`config.mk`:
```
export PLATFORM = sky130hd
export DESIGN_NAME = ram_arbiter_flat
export DESIGN_NICKNAME = d
export VERILOG_FILES = /design/src/rtl/ram_arbiter_pkg.sv /design/src/rtl/ram_arbiter_if.sv /design/src/rtl/ram_arbiter_rr_grant.sv /design/src/rtl/ram_arbiter.sv /design/src/flat_wrapper.sv
export SDC_FILE = /design/constraint.sdc
export NUM_CORES = 1
export LEC_CHECK = 0
export CAP_MARGIN = 40
export CORE_UTILIZATION = 60
export CTS_CLUSTER_DIAMETER = 50
export DETAILED_ROUTE_END_ITERATION = 8
export DONT_BUFFER_PORTS = 1
export PLACE_DENSITY = 0.73
export RECOVER_POWER = 100
export SYNTH_ARGS = -nofsm -noshare
export SYNTH_HDL_FRONTEND = slang
export SYNTH_SLANG_ARGS = --single-unit
```
`constraint.sdc`:
```
create_clock -name clk -period 1.45 [get_ports clk]
set_input_delay 0.145 -clock clk [delete_from_list [all_inputs] [get_ports clk]]
set_output_delay 0.145 -clock clk [all_outputs]
set_load 0.02 [all_outputs]
```
`src/rtl/ram_arbiter_pkg.sv`:
```
// Shared constants and types for the RAM arbiter: request/response bus structs and the read tag
// that travels alongside each access until the RAM answers.
package ram_arbiter_pkg;

  localparam int unsigned NumReq     = 2;
  localparam int unsigned RamLatency = 3;
  localparam int unsigned RamDepth   = 256;
  localparam int unsigned RamWidth   = 8;
  localparam int unsigned AddrW      = $clog2(RamDepth);
  localparam int unsigned ReqIdW     = (NumReq > 1) ? $clog2(NumReq) : 1;

  typedef struct packed {
    logic                en;
    logic                wen;
    logic [AddrW-1:0]    addr;
    logic [RamWidth-1:0] data;
  } ram_in_t;

  typedef struct packed {
    logic                dv;
    logic [RamWidth-1:0] data;
    logic [AddrW-1:0]    addr;
  } ram_out_t;

  typedef struct packed {
    logic              rd_valid;
    logic [ReqIdW-1:0] req_id;
    logic [AddrW-1:0]  addr;
  } arb_tag_t;

  // Stage 0 shadows the registered RAM request; the top stage lines up with dv.
  typedef arb_tag_t [RamLatency:0] arb_tag_pipe_t;

  function automatic logic [ReqIdW-1:0] next_id(input logic [ReqIdW-1:0] id);
    return (id == ReqIdW'(NumReq - 1)) ? '0 : id + 1'b1;
  endfunction

endpackage

```
`src/rtl/ram_arbiter_if.sv`:
```
// Requester, response and RAM-side signals of the arbiter. RAM_ARB_LOCK_EN adds the per-requester
// lock input used for atomic bursts.
interface ram_arbiter_if;
  import ram_arbiter_pkg::*;

  logic [NumReq-1:0]                req_vld;
  logic [NumReq-1:0]                req_wen;
  logic [NumReq-1:0][AddrW-1:0]     req_addr;
  logic [NumReq-1:0][RamWidth-1:0]  req_data;
  logic [NumReq-1:0]                req_rdy;
`ifdef RAM_ARB_LOCK_EN
  logic [NumReq-1:0]                req_lock;
`endif
  logic [NumReq-1:0]                rsp_vld;
  logic [RamWidth-1:0]              rsp_data;
  logic [AddrW-1:0]                 rsp_addr;
  logic                             busy;
  logic                             err;
  ram_in_t                          ram_req;
  ram_out_t                         ram_rsp;

  modport master (
`ifdef RAM_ARB_LOCK_EN
    output req_lock,
`endif
    output req_vld, req_wen, req_addr, req_data,
    input  req_rdy, rsp_vld, rsp_data, rsp_addr, busy, err
  );

  modport slave (
`ifdef RAM_ARB_LOCK_EN
    input  req_lock,
`endif
    input  req_vld, req_wen, req_addr, req_data, ram_rsp,
    output req_rdy, rsp_vld, rsp_data, rsp_addr, busy, err, ram_req
  );

  modport mem (
    input  ram_req,
    output ram_rsp
  );

endinterface

```
`src/rtl/ram_arbiter_rr_grant.sv`:
```
// Combinational one-hot round-robin picker. The lock override (driven only when RAM_ARB_LOCK_EN is
// defined in the top) pins the grant to lock_id while that requester keeps its valid high.
module ram_arbiter_rr_grant #(
  parameter int unsigned NumReq = 2,
  parameter int unsigned IdW    = 1
) (
  input  logic [NumReq-1:0] vld,
  input  logic [IdW-1:0]    ptr,
  input  logic              locked,
  input  logic [IdW-1:0]    lock_id,
  output logic [NumReq-1:0] gnt,
  output logic [IdW-1:0]    win
);

  logic           found;
  logic [IdW-1:0] idx;
  int unsigned    sum;

  always_comb begin
    gnt   = '0;
    win   = '0;
    found = 1'b0;
    idx   = '0;
    sum   = 0;
    for (int unsigned i = 0; i < NumReq; i++) begin
      sum = 32'(ptr) + i;
      if (sum >= NumReq) begin
        sum = sum - NumReq;
      end
      idx = IdW'(sum);
      if (!found && vld[idx]) begin
        found    = 1'b1;
        gnt[idx] = 1'b1;
        win      = idx;
      end
    end
    if (locked && vld[lock_id]) begin
      gnt          = '0;
      gnt[lock_id] = 1'b1;
      win          = lock_id;
    end
  end

endmodule

```
`src/rtl/ram_arbiter.sv`:
```
// Round-robin arbiter for the single-port RAM with a fixed-latency tag pipe that routes read data
// back to its requester. Define RAM_ARB_LOCK_EN to enable locked (atomic) bursts.
module ram_arbiter
  import ram_arbiter_pkg::*;
(
  input  logic          clk,
  input  logic          rst_n,
  ram_arbiter_if.slave  bus
);

  localparam int unsigned BlankW = $clog2(RamLatency + 1);

  logic [NumReq-1:0] gnt;
  logic [ReqIdW-1:0] win;
  logic [ReqIdW-1:0] ptr_q, ptr_d;
  logic [ReqIdW-1:0] lock_id;
  logic              locked;
  logic              xfer;
  ram_in_t           ram_q, ram_d;
  arb_tag_t          new_tag, last;
  arb_tag_pipe_t     tag_q, tag_d;
  logic [BlankW-1:0] blank_q, blank_d;
  logic              err_q, err_d;
  logic              blanking, hit;

  ram_arbiter_rr_grant #(
    .NumReq (NumReq),
    .IdW    (ReqIdW)
  ) u_grant (
    .vld     (bus.req_vld),
    .ptr     (ptr_q),
    .locked  (locked),
    .lock_id (lock_id),
    .gnt     (gnt),
    .win     (win)
  );

`ifdef RAM_ARB_LOCK_EN
  logic              locked_q;
  logic [ReqIdW-1:0] lock_id_q;

  always_ff @(posedge clk) begin
    if (!rst_n) begin
      locked_q  <= 1'b0;
      lock_id_q <= '0;
    end else begin
      locked_q <= xfer & bus.req_lock[win];
      if (xfer) begin
        lock_id_q <= win;
      end
    end
  end

  assign locked  = locked_q;
  assign lock_id = lock_id_q;
`else
  assign locked  = 1'b0;
  assign lock_id = '0;
`endif

  always_comb begin
    bus.req_rdy = rst_n ? gnt : '0;
    xfer        = |bus.req_rdy;
    ram_d       = '{en: xfer, wen: bus.req_wen[win], addr: bus.req_addr[win],
                    data: bus.req_data[win]};
    ptr_d       = xfer ? next_id(win) : ptr_q;
    new_tag     = '{rd_valid: xfer & ~bus.req_wen[win], req_id: win, addr: bus.req_addr[win]};
    tag_d       = {tag_q[RamLatency-1:0], new_tag};

    // Blanking swallows responses of reads that were in flight across a reset.
    blanking    = (blank_q != '0);
    blank_d     = blanking ? blank_q - 1'b1 : blank_q;
    last        = tag_q[RamLatency];
    hit         = bus.ram_rsp.dv & last.rd_valid & ~blanking;
    err_d       = err_q | (~blanking & (bus.ram_rsp.dv ^ last.rd_valid));
  end

  always_comb begin
    bus.rsp_vld = '0;
    bus.rsp_vld[last.req_id] = hit;
    bus.rsp_data = bus.ram_rsp.data;
    bus.rsp_addr = bus.ram_rsp.addr;
    bus.ram_req  = ram_q;
    bus.err      = err_q;
    bus.busy     = 1'b0;
    for (int unsigned i = 0; i <= RamLatency; i++) begin
      bus.busy = bus.busy | tag_q[i].rd_valid;
    end
  end

  always_ff @(posedge clk) begin
    if (!rst_n) begin
      ram_q   <= '0;
      ptr_q   <= '0;
      tag_q   <= '0;
      blank_q <= BlankW'(RamLatency);
      err_q   <= 1'b0;
    end else begin
      ram_q   <= ram_d;
      ptr_q   <= ptr_d;
      tag_q   <= tag_d;
      blank_q <= blank_d;
      err_q   <= err_d;
    end
  end

endmodule
```
`src/flat_wrapper.sv`:
```
// flat-port wrapper written by rule: the top's interface ports become plain ports
module ram_arbiter_flat import ram_arbiter_pkg::*;
  (clk, rst_n, bus_req_vld, bus_req_wen, bus_req_addr, bus_req_data, bus_ram_rsp, bus_req_rdy, bus_rsp_vld, bus_rsp_data, bus_rsp_addr, bus_busy, bus_err, bus_ram_req);
  ram_arbiter_if bus_i ();
  input  logic clk;
  input  logic rst_n;
  input wire logic [$bits(bus_i.req_vld)-1:0] bus_req_vld;
  input wire logic [$bits(bus_i.req_wen)-1:0] bus_req_wen;
  input wire logic [$bits(bus_i.req_addr)-1:0] bus_req_addr;
  input wire logic [$bits(bus_i.req_data)-1:0] bus_req_data;
  input wire logic [$bits(bus_i.ram_rsp)-1:0] bus_ram_rsp;
  output wire logic [$bits(bus_i.req_rdy)-1:0] bus_req_rdy;
  output wire logic [$bits(bus_i.rsp_vld)-1:0] bus_rsp_vld;
  output wire logic [$bits(bus_i.rsp_data)-1:0] bus_rsp_data;
  output wire logic [$bits(bus_i.rsp_addr)-1:0] bus_rsp_addr;
  output wire logic [$bits(bus_i.busy)-1:0] bus_busy;
  output wire logic [$bits(bus_i.err)-1:0] bus_err;
  output wire logic [$bits(bus_i.ram_req)-1:0] bus_ram_req;
  assign bus_i.req_vld = bus_req_vld;
  assign bus_i.req_wen = bus_req_wen;
  assign bus_i.req_addr = bus_req_addr;
  assign bus_i.req_data = bus_req_data;
  assign bus_i.ram_rsp = bus_ram_rsp;
  assign bus_req_rdy = bus_i.req_rdy;
  assign bus_rsp_vld = bus_i.rsp_vld;
  assign bus_rsp_data = bus_i.rsp_data;
  assign bus_rsp_addr = bus_i.rsp_addr;
  assign bus_busy = bus_i.busy;
  assign bus_err = bus_i.err;
  assign bus_ram_req = bus_i.ram_req;
  ram_arbiter u_core (.clk(clk), .rst_n(rst_n), .bus(bus_i));
endmodule
```
## Word level (Yosys, flattened, before mapping)

Index checks and enable logic that the tools add are counted.

| operators by class | value |
|---|---|
| $add $sub $neg | 5 |
| $mul | 0 |
| divide/modulo/power cells | 0 |
| $lt $le $gt $ge | 9 |
| equality and inequality tests | 0 |
| shift operators | 0 |
| muxes and demuxes | 25 |
| bitwise operators | 13 |
| reductions and logical operators | 7 |

Operators with widths:

| cell | count |
|---|---|
| 8-bit two-way mux | 4 |
| 1-bit two-way mux | 15 |
| 1-bit by 2-bit < comparator with 1-bit output, second input constant | 4 |
| 2-bit two-way mux | 3 |
| 1-bit bitwise AND | 4 |
| 1-bit logical AND | 4 |
| 1-bit bitwise OR | 4 |
| 1-bit demux with 1-bit select | 3 |
| 1-bit >= comparator, second input constant | 3 |
| 1-bit by 1-bit adder with 2-bit output, second input constant | 1 |
| 2-bit bitwise AND | 1 |
| 1-bit by 2-bit >= comparator with 1-bit output, second input constant | 1 |
| 2-bit >= comparator, second input constant | 1 |
| 1-bit inverter | 2 |
| 2-bit bitwise OR | 1 |
| 2-bit nonzero test | 1 |
| 2-bit OR reduction | 1 |
| 1-bit subtractor, second input constant | 2 |
| 2-bit by 1-bit subtractor with 2-bit output, second input constant | 1 |
| 1-bit adder, second input constant | 1 |
| 1-bit zero test | 1 |
| 1-bit bitwise XOR | 1 |

| word-level totals | value |
|---|---|
| register bits | 30 |
| bits in latches | 0 |
| RAM bits | 0 |
| ROM bits | 0 |
| input port bits | 55 |
| memories kept | 0 |

## Logic depth before layout (Yosys ltp)

Gate-level depths: netlist of run 1.

| depth | value |
|---|---|
| word-level depth | 12 |
| mapped depth | 5 |

## Hierarchy

From an unflattened synthesis of run 1, not the netlist that was laid out.

| unflattened totals | value |
|---|---|
| cell total of the unflattened synthesis | 119 |
| area total of the unflattened synthesis | 1,256.2 sq um |

By module, submodules not included:

| module | times used | cells an instance | area each (sq um) |
|---|---|---|---|
| ram_arbiter | 1 | 114 | 1,224.9 |
| ram_arbiter_rr_grant | 1 | 5 | 31.3 |

## Worst setup path before layout of run 1

No wires, ideal clock.

| timing | value |
|---|---|
| path type | flip-flop to flip-flop |
| from | register u_core.ptr_q |
| to | register u_core.ram_q, in the netlist u_core.bus.ram_req[15] |
| setup time | 72 ps |
| arrival time | 1,012 ps |
| path slack | 367 ps |
| stages on the path, launching flop included | 6 |
| buffers on the path | 2 |
| clock period less this slack | 1,083 ps |
| cell sequence | dfxtp_1 nand2b_4 and2_4 buf_6 buf_12 mux2i_1 |

| on the way | value |
|---|---|
| word-level cells in the longest chain between the ends | 10 |
| elaborated cells on any way between the ends | 18 |
| classes of those cells | add/sub: 3; order compare: 2; mux: 11; reduce/logical: 2 |

Ends and longest elaborated chain:

| what | line | RTL |
|---|---|---|
| start: declaration | ram_arbiter.sv:15 | `logic [ReqIdW-1:0] ptr_q, ptr_d;` |
| start signal: assignment | ram_arbiter.sv:100 | `ptr_q <= ptr_d;` |
| 1-bit by 2-bit >= comparator with 1-bit output / 1-bit subtractor (equally long branches) | ram_arbiter_rr_grant.sv:27, ram_arbiter_rr_grant.sv:28 |  |
| 1-bit two-way mux | ram_arbiter_rr_grant.sv:27 | `if (sum >= NumReq) begin` |
| 1-bit two-way mux (implied by the code) (2 in series) | ram_arbiter_rr_grant.sv:31 | `if (!found && vld[idx]) begin` |
| 1-bit two-way mux | ram_arbiter_rr_grant.sv:31 |  |
| 1-bit zero test | ram_arbiter_rr_grant.sv:31 |  |
| 1-bit logical AND | ram_arbiter_rr_grant.sv:31 |  |
| 1-bit two-way mux (*) | ram_arbiter_rr_grant.sv:31 |  |
| 8-bit two-way mux (*) (2 in series) | -- |  |
| end signal: assignment | ram_arbiter.sv:99 | `ram_q <= ram_d;` |
| end: declaration | ram_arbiter.sv:19 | `ram_in_t ram_q, ram_d;` |

Every way passes the cells marked *; elsewhere a longest branch is shown, timed or not. The select of a mux whose other input is x is not followed.
A chain may end at the register's enable or synchronous reset.

## Worst setup path in the final report of run 1

| timing | value |
|---|---|
| from | register u_core.tag_q, in the netlist u_core.tag_d[19] |
| to | output bus_busy |

| on the way | value |
|---|---|
| word-level cells in the longest chain between the ends | 3 |

Ends and longest elaborated chain:

| what | line | RTL |
|---|---|---|
| start: declaration | ram_arbiter.sv:21 | `arb_tag_pipe_t tag_q, tag_d;` |
| start signal: assignment | ram_arbiter.sv:101 | `tag_q <= tag_d;` |
| 1-bit bitwise OR (3 in series) | ram_arbiter.sv:87 | `bus.busy = bus.busy \| tag_q[i].rd_valid;` |
| end: declaration | flat_wrapper.sv:16 | `output wire logic [$bits(bus_i.busy)-1:0] bus_busy;` |

Every way passes these cells.

==> results.toml, run 1 <==
[status]
run_status = "completed"

[die]
io-pin-count = 95
dieWidth_um = 48.4
core_region_area_sq_um = 2000
rows = 16
design.die.area_sq_um = 2340
die_h_um = 48.4
initial_utilization = 0.645

[power_and_ir_drop]
power.total_uw = 1680
ir_drop_v = 0.000765
power.density_nw_per_um2 = 1050
p_leak_uw = 0.000716

[detailed_routing]
drt-initial-drc-count = 6
m1WireLength_um = 973
vias = 986
wl_per_cell_um = 14.9
routed_via_density = 5.36
wl_met2_mm = 1.43
remaining_drc_errors = 0
wirelength_mm = 2.74
wl_met3_um = 226
detail-route-antenna-nets = 0
top_layer = "met4"
drt_pass1_iterations = 4

[sta]
maxSlewHeadroom = 0.641
finClkSkew_ns = 0.00866
period_minus_slack_ns = 1.41
setup_tns_ns = 0
rsz0062_at_grt = "false"
fmax_mhz = 711
hold_violations = 0
finalCritPeriodShare = 0.970
slew_violations = 0
setup_viol = 0
worst_slew_pin_slew_ns = 0.539

[yosys]
yosysMostFrequentCell = "nand2_1"
yosysTopAreaCellShare = 0.465
synth_area_leaders = "dfxtp_1, mux2i_1, nand2_1"
synthCells = 136
synthTopCellsByCount = "nand2_1, dfxtp_1, mux2i_1, buf_4, and2_1"
synth_top_cell_by_area = "dfxtp_1"
yosys_warnings = 0
ys_dominant_reg_cell = "dfxtp_1"
synth-edff-count = 0
syn_area_sq_um = 1290
ys_seq_elements = 30
syn_area_per_cell_sq_um = 9.49
synth_cell_type_count = 26
synthArstFlopShare = 0
syn_nets = 193
seq_area_frac_synth = 0.465

[setup_path]
crit_fanout = 2
worstPathCellList = "or4_1"
r2r_slack_ns = 0.09
cp_data_required_time_ns = 1.31
cp-end-kind = "output pin"
crit_family = "simple AND/OR/NAND/NOR gates"
arrival_ns = 1.26
cpMaxStageDelayCell = "or4_1"
cp_num_buf_inv = 0
critPathKind = "flop to output pin"
slowest_delay_ns = 0.63
startpoint_type = "flop"

[clock_network]
clk_path_buf_depth = 2
cts_tree = "built"
clock-root-buffer = "clkbuf_4"
clk-insertion-delay-late_ns = 0.31
cts_buffers = 5
clk_pin_slew_ns = 0.09
htreeDepth = 2
clock_sinks = 30

[grt]
antenna_found_initial = 0
grt_pass1_vias = 1004
grt_use_total = 0.248
grt_pass1_wl_mm = 4.32
overflow = 0
grt_start_max_net_pins = 48

[layout]
fin_nets = 215
drive_above_1_share = 0.0828
nFillCells = 126
antenna_cells = 0
area_growth_syn_to_layout_pct = 23.6

[placement]
gp_congestion = 0.698
portBuffers = 0
hpwl_mm = 1.49

[run]
maxCapViolations = 0

[min_path]
hp-class = "input pin to flop"
state kept, by name (all words and copies together), names as in the netlist:
signal and flops:
u_core.blank_q 2, u_core.bus.err 1, u_core.bus.ram_req 18, u_core.last 2, u_core.ptr_q 1, u_core.tag_d 6
final timing paths:
path / from / end / cells past startpoint
worst min-delay path: bus_req_vld[1] / u_core.ptr_q / 2
worst max register to register: u_core.ptr_q / u_core.bus.ram_req[1] / 3
worst max-delay path: u_core.tag_d[19] / bus_busy / 1
worst min register to register: u_core.tag_d[18] / u_core.tag_d[28] / 1
power breakdown:
| part | leakage (uW) | switching, uW | total, uW | internal, uW |
|---|---|---|---|---|
| combinational | 0.000438 | 109 | 256 | 147 |
| sequential | 0.000248 | 78.1 | 966 | 888 |
| clock | 0.0000302 | 242 | 461 | 218 |
per-stage QoR:
step	hold WS [ns]	worst slack (ns)	util	area (sq um)	cells
after global routing	0.0129	0.00774	0.798	1600	184
after floorplan	0.255	0.367	-	1290	136
after CTS	0.0119	0.0361	0.798	1600	184
final	0.0193	0.0439	0.798	1600	184
after detailed placement	0.216	0.307	0.576	1150	140
after global placement	0.212	0.372	0.576	1150	140
routing by layer:
layer  up-vias  GRT usage
met5         -          0
met4         0      0.152
met3        16     0.0975
met2        67      0.460
met1       441      0.222
li1        462          -
layout make-up:
class	instances	area (sq um)	area share
clock buffer	6	51.3	0.0321
timing repair buffer	38	390	0.245
multi-input combinational	80	509	0.319
tap	27	33.8	0.0212
sequential	30	601	0.376
inverter	3	11.3	0.00705
layout by cell type (no fill, tap or decap), drive strengths merged:
| cell type | instances |
|---|---|
| nor2b | 1 |
| ha | 2 |
| nand2b | 2 |
| o21a | 1 |
| clkbuf | 6 |
| nand2 | 38 |
| a21oi | 1 |
| xor2 | 1 |
| dlygate4sd3 | 37 |
| mux2i | 17 |
| and2 | 7 |
| or4 | 1 |
| a31o | 1 |
| buf | 1 |
| and4b | 1 |
| inv | 3 |
| nor2 | 1 |
| a21boi | 1 |
| mux2 | 1 |
| dfxtp | 30 |
| and3 | 4 |
cell families after synthesis:
| logic type | count (synthesis) | share of synthesized area |
|---|---|---|
| and+or+nand+nor | 55 | 0.204 |
| DFF | 30 | 0.465 |
| buffers and inverters | 26 | 0.142 |
| muxes | 18 | 0.141 |
| AOI/OAI and AO/OA | 4 | 0.0223 |
| adders and majority gates | 2 | 0.0194 |
| xor gates and xnor gates | 1 | 0.00678 |
timing repair:
action	4_1_cts	5_1_grt
setup endpoints to repair	1	2
hold buffers	38	0
resized for setup	1	3
hold endpoints to repair	30	0
buffers inserted	0	0
Power figures use the tool's default switching activity.
==> run 2: changes to the inputs <==
--- a/config.mk
+++ b/config.mk
@@ -5,12 +5,13 @@
 export SDC_FILE = /design/constraint.sdc
 export NUM_CORES = 1
 export LEC_CHECK = 0
-export CAP_MARGIN = 40
-export CORE_UTILIZATION = 60
+export CELL_PAD_IN_SITES_DETAIL_PLACEMENT = 1
+export CELL_PAD_IN_SITES_GLOBAL_PLACEMENT = 2
+export CORE_UTILIZATION = 31
 export CTS_CLUSTER_DIAMETER = 50
 export DETAILED_ROUTE_END_ITERATION = 8
 export DONT_BUFFER_PORTS = 1
-export PLACE_DENSITY = 0.73
+export PLACE_DENSITY = 0.71
 export RECOVER_POWER = 100
 export SYNTH_ARGS = -nofsm -noshare
 export SYNTH_HDL_FRONTEND = slang
==> run 2 against run 1 <==
Effect of this change:
- maximum frequency rose by 1.9%
- clock-buffer cell count rose by 1
- worst setup slack improved by 0.026 ns
- hold slack worse by 0.0080 ns
- register-to-register slack better by 0.15 ns
- sequential power barely moved
- total power grew 7.7%
- highest routed layer unchanged
- first-iteration DRC count rose to 3.7 times the previous value
- global-route usage shrank 14 points
- largest cell class unchanged
- clock power grew 46%
- routed wire length fell by 8.6%
==> results.toml, run 2 (synthesized netlist as in run 1, its figures left out) <==
[layout]
instances_no_fill = 180
layout_commonest_cell = "nand2_1"
fin_nets = 186
nFillCells = 470
antenna_cells = 0
area_growth_syn_to_layout_pct = 5.04
drive_above_1_share = 0.0846
largest_reg_flops = 18
final_area_sq_um = 1360
final_cell_mix = "nand2_1, dfxtp_1, mux2i_1"

[setup_path]
crit_fanout = 2
cp_data_required_time_ns = 1.31
worstPathCellList = "or4_1"
cp_num_buf_inv = 0
reg2reg_depth = 3
r2r_slack_ns = 0.24
cp-end-kind = "output pin"
reg2reg_from = "u_core.ptr_q"
crit_family = "simple AND/OR/NAND/NOR gates"
slowest_delay_ns = 0.66
critPathKind = "flop to output pin"
r2r_end = "u_core.bus.ram_req[4]"
startpoint_type = "flop"
cpMaxStageDelayCell = "or4_1"
arrival_ns = 1.24

[detailed_routing]
vias = 846
drt-initial-drc-count = 22
detail-route-antenna-nets = 0
wl_per_cell_um = 13.9
wirelength_mm = 2.51
drt_pass1_iterations = 4
remaining_drc_errors = 0
routed_via_density = 4.70

[sta]
finClkSkew_ns = 0.00659
worst_slew_pin_slew_ns = 0.308
period_minus_slack_ns = 1.38
rsz0062_at_grt = "false"
setup_viol = 0
setup_tns_ns = 0
hold_slack_ns = 0.0113
hold_violations = 0
finalCritPeriodShare = 0.952
fmax_mhz = 724
maxSlewHeadroom = 0.795
slew_violations = 0

[power_and_ir_drop]
p_leak_uw = 0.000608
power.density_nw_per_um2 = 1340
power.total_uw = 1810
ir_drop_v = 0.000493

[run]
maxCapViolations = 0

[clock_network]
clk_path_buf_depth = 2
clk-insertion-delay-late_ns = 0.27
clock_sinks = 30
cts_buffers = 5
clk_pin_slew_ns = 0.06
clock-root-buffer = "clkbuf_8"
cts_tree = "built"
htreeDepth = 2

[placement]
postPlaceCellArea_sq_um = 1180
portBuffers = 0
dp_cells = 163
hpwl_mm = 1.66
gp_congestion = 0.599

[die]
core_region_area_sq_um = 4000
design.die.area_sq_um = 4430
die_h_um = 66.5
rows = 23
io-pin-count = 95
dieWidth_um = 66.5
initial_utilization = 0.323

[grt]
grt_start_max_net_pins = 44
grt_use_total = 0.113
grt_pass1_vias = 818
overflow = 0
antenna_found_initial = 0
grt_pass1_wl_mm = 3.59

[min_path]
hold_path.startpoint = "bus_req_addr[0]"
hold_end = "u_core.bus.ram_req[8]"
hold_path_depth = 2
hp-class = "input pin to flop"

[status]
run_status = "completed"
-- run 2: changes by cell type in the layout (fill, tap and decap cells not counted), sizes merged --
cell | before | now
buf | 1 | 0
clkbuf | 6 | 7
clkinv | 0 | 1
dlygate4sd3 | 37 | 9
-- run 2: what timing repair did --
| item | CTS | global route |
|---|---|---|
| endpoints found under the setup margin | 0 | 1 |
| hold buffers | 4 | 5 |
| gates resized for setup | 0 | 1 |
| hold endpoints to repair | 9 | 4 |
| buffers inserted | 0 | 0 |
-- run 2: area by class of cell --
| type | instances | area (sq um) | share of cell area |
|---|---|---|---|
| Inverter | 3 | 11.3 | 0.00830 |
| Clock buffer | 7 | 86.3 | 0.0637 |
| Multi-Input combinational cell | 80 | 500 | 0.369 |
| Timing Repair Buffer | 9 | 90.1 | 0.0664 |
| Tap cell | 50 | 62.6 | 0.0461 |
| Sequential cell | 30 | 601 | 0.443 |
| Clock inverter | 1 | 5.00 | 0.00369 |
-- run 2: worst max-delay path by stage --
stage,slack (ns),end,startpoint,cells after the start
after floorplan,0.37,u_core.bus.ram_req[15],u_core.ptr_q,5
after global placement,0.33,u_core.bus.ram_req[7],u_core.ptr_q,3
after detailed placement,0.30,u_core.bus.ram_req[4],u_core.ptr_q,3
after CTS,0.01,bus_rsp_vld[0],u_core.blank_q[0],4
after global routing,0.02,bus_rsp_vld[0],u_core.blank_q[0],4
final,0.07,bus_busy,u_core.tag_d[29],1
-- run 2: metrics by stage --
step	worst slack, ns	utilization
floorplan	0.367	-
global placement	0.331	0.295
detailed placement	0.297	0.295
CTS	0.0133	0.328
global route	0.0172	0.339
finish	0.0695	0.339
-- run 2: report_power, final --
part	internal [uW]	switching [uW]	total, uW	leakage [uW]
registers	889	77.9	967	0.000248
clock network	382	289	671	0.0000482
logic	91.8	81.5	173	0.000312
-- run 2: metal layers --
layer / part of all wire / vias up / global-route usage
met3: 0.11 / 10 / 0.0599
met1: 0.37 / 386 / 0.105
met2: 0.50 / 47 / 0.188
li1: - / 403 / -
met5: 0 / - / 0
met4: 0.022 / 0 / 0.0771
-- run 2: worst reg2reg max path: cells and delay by family, from the launching register on --
kind | cells | cell delay (ns)
and+or+nand+nor | 2 | 0.54
DFF | 1 | 0.35
muxes | 1 | 0.25
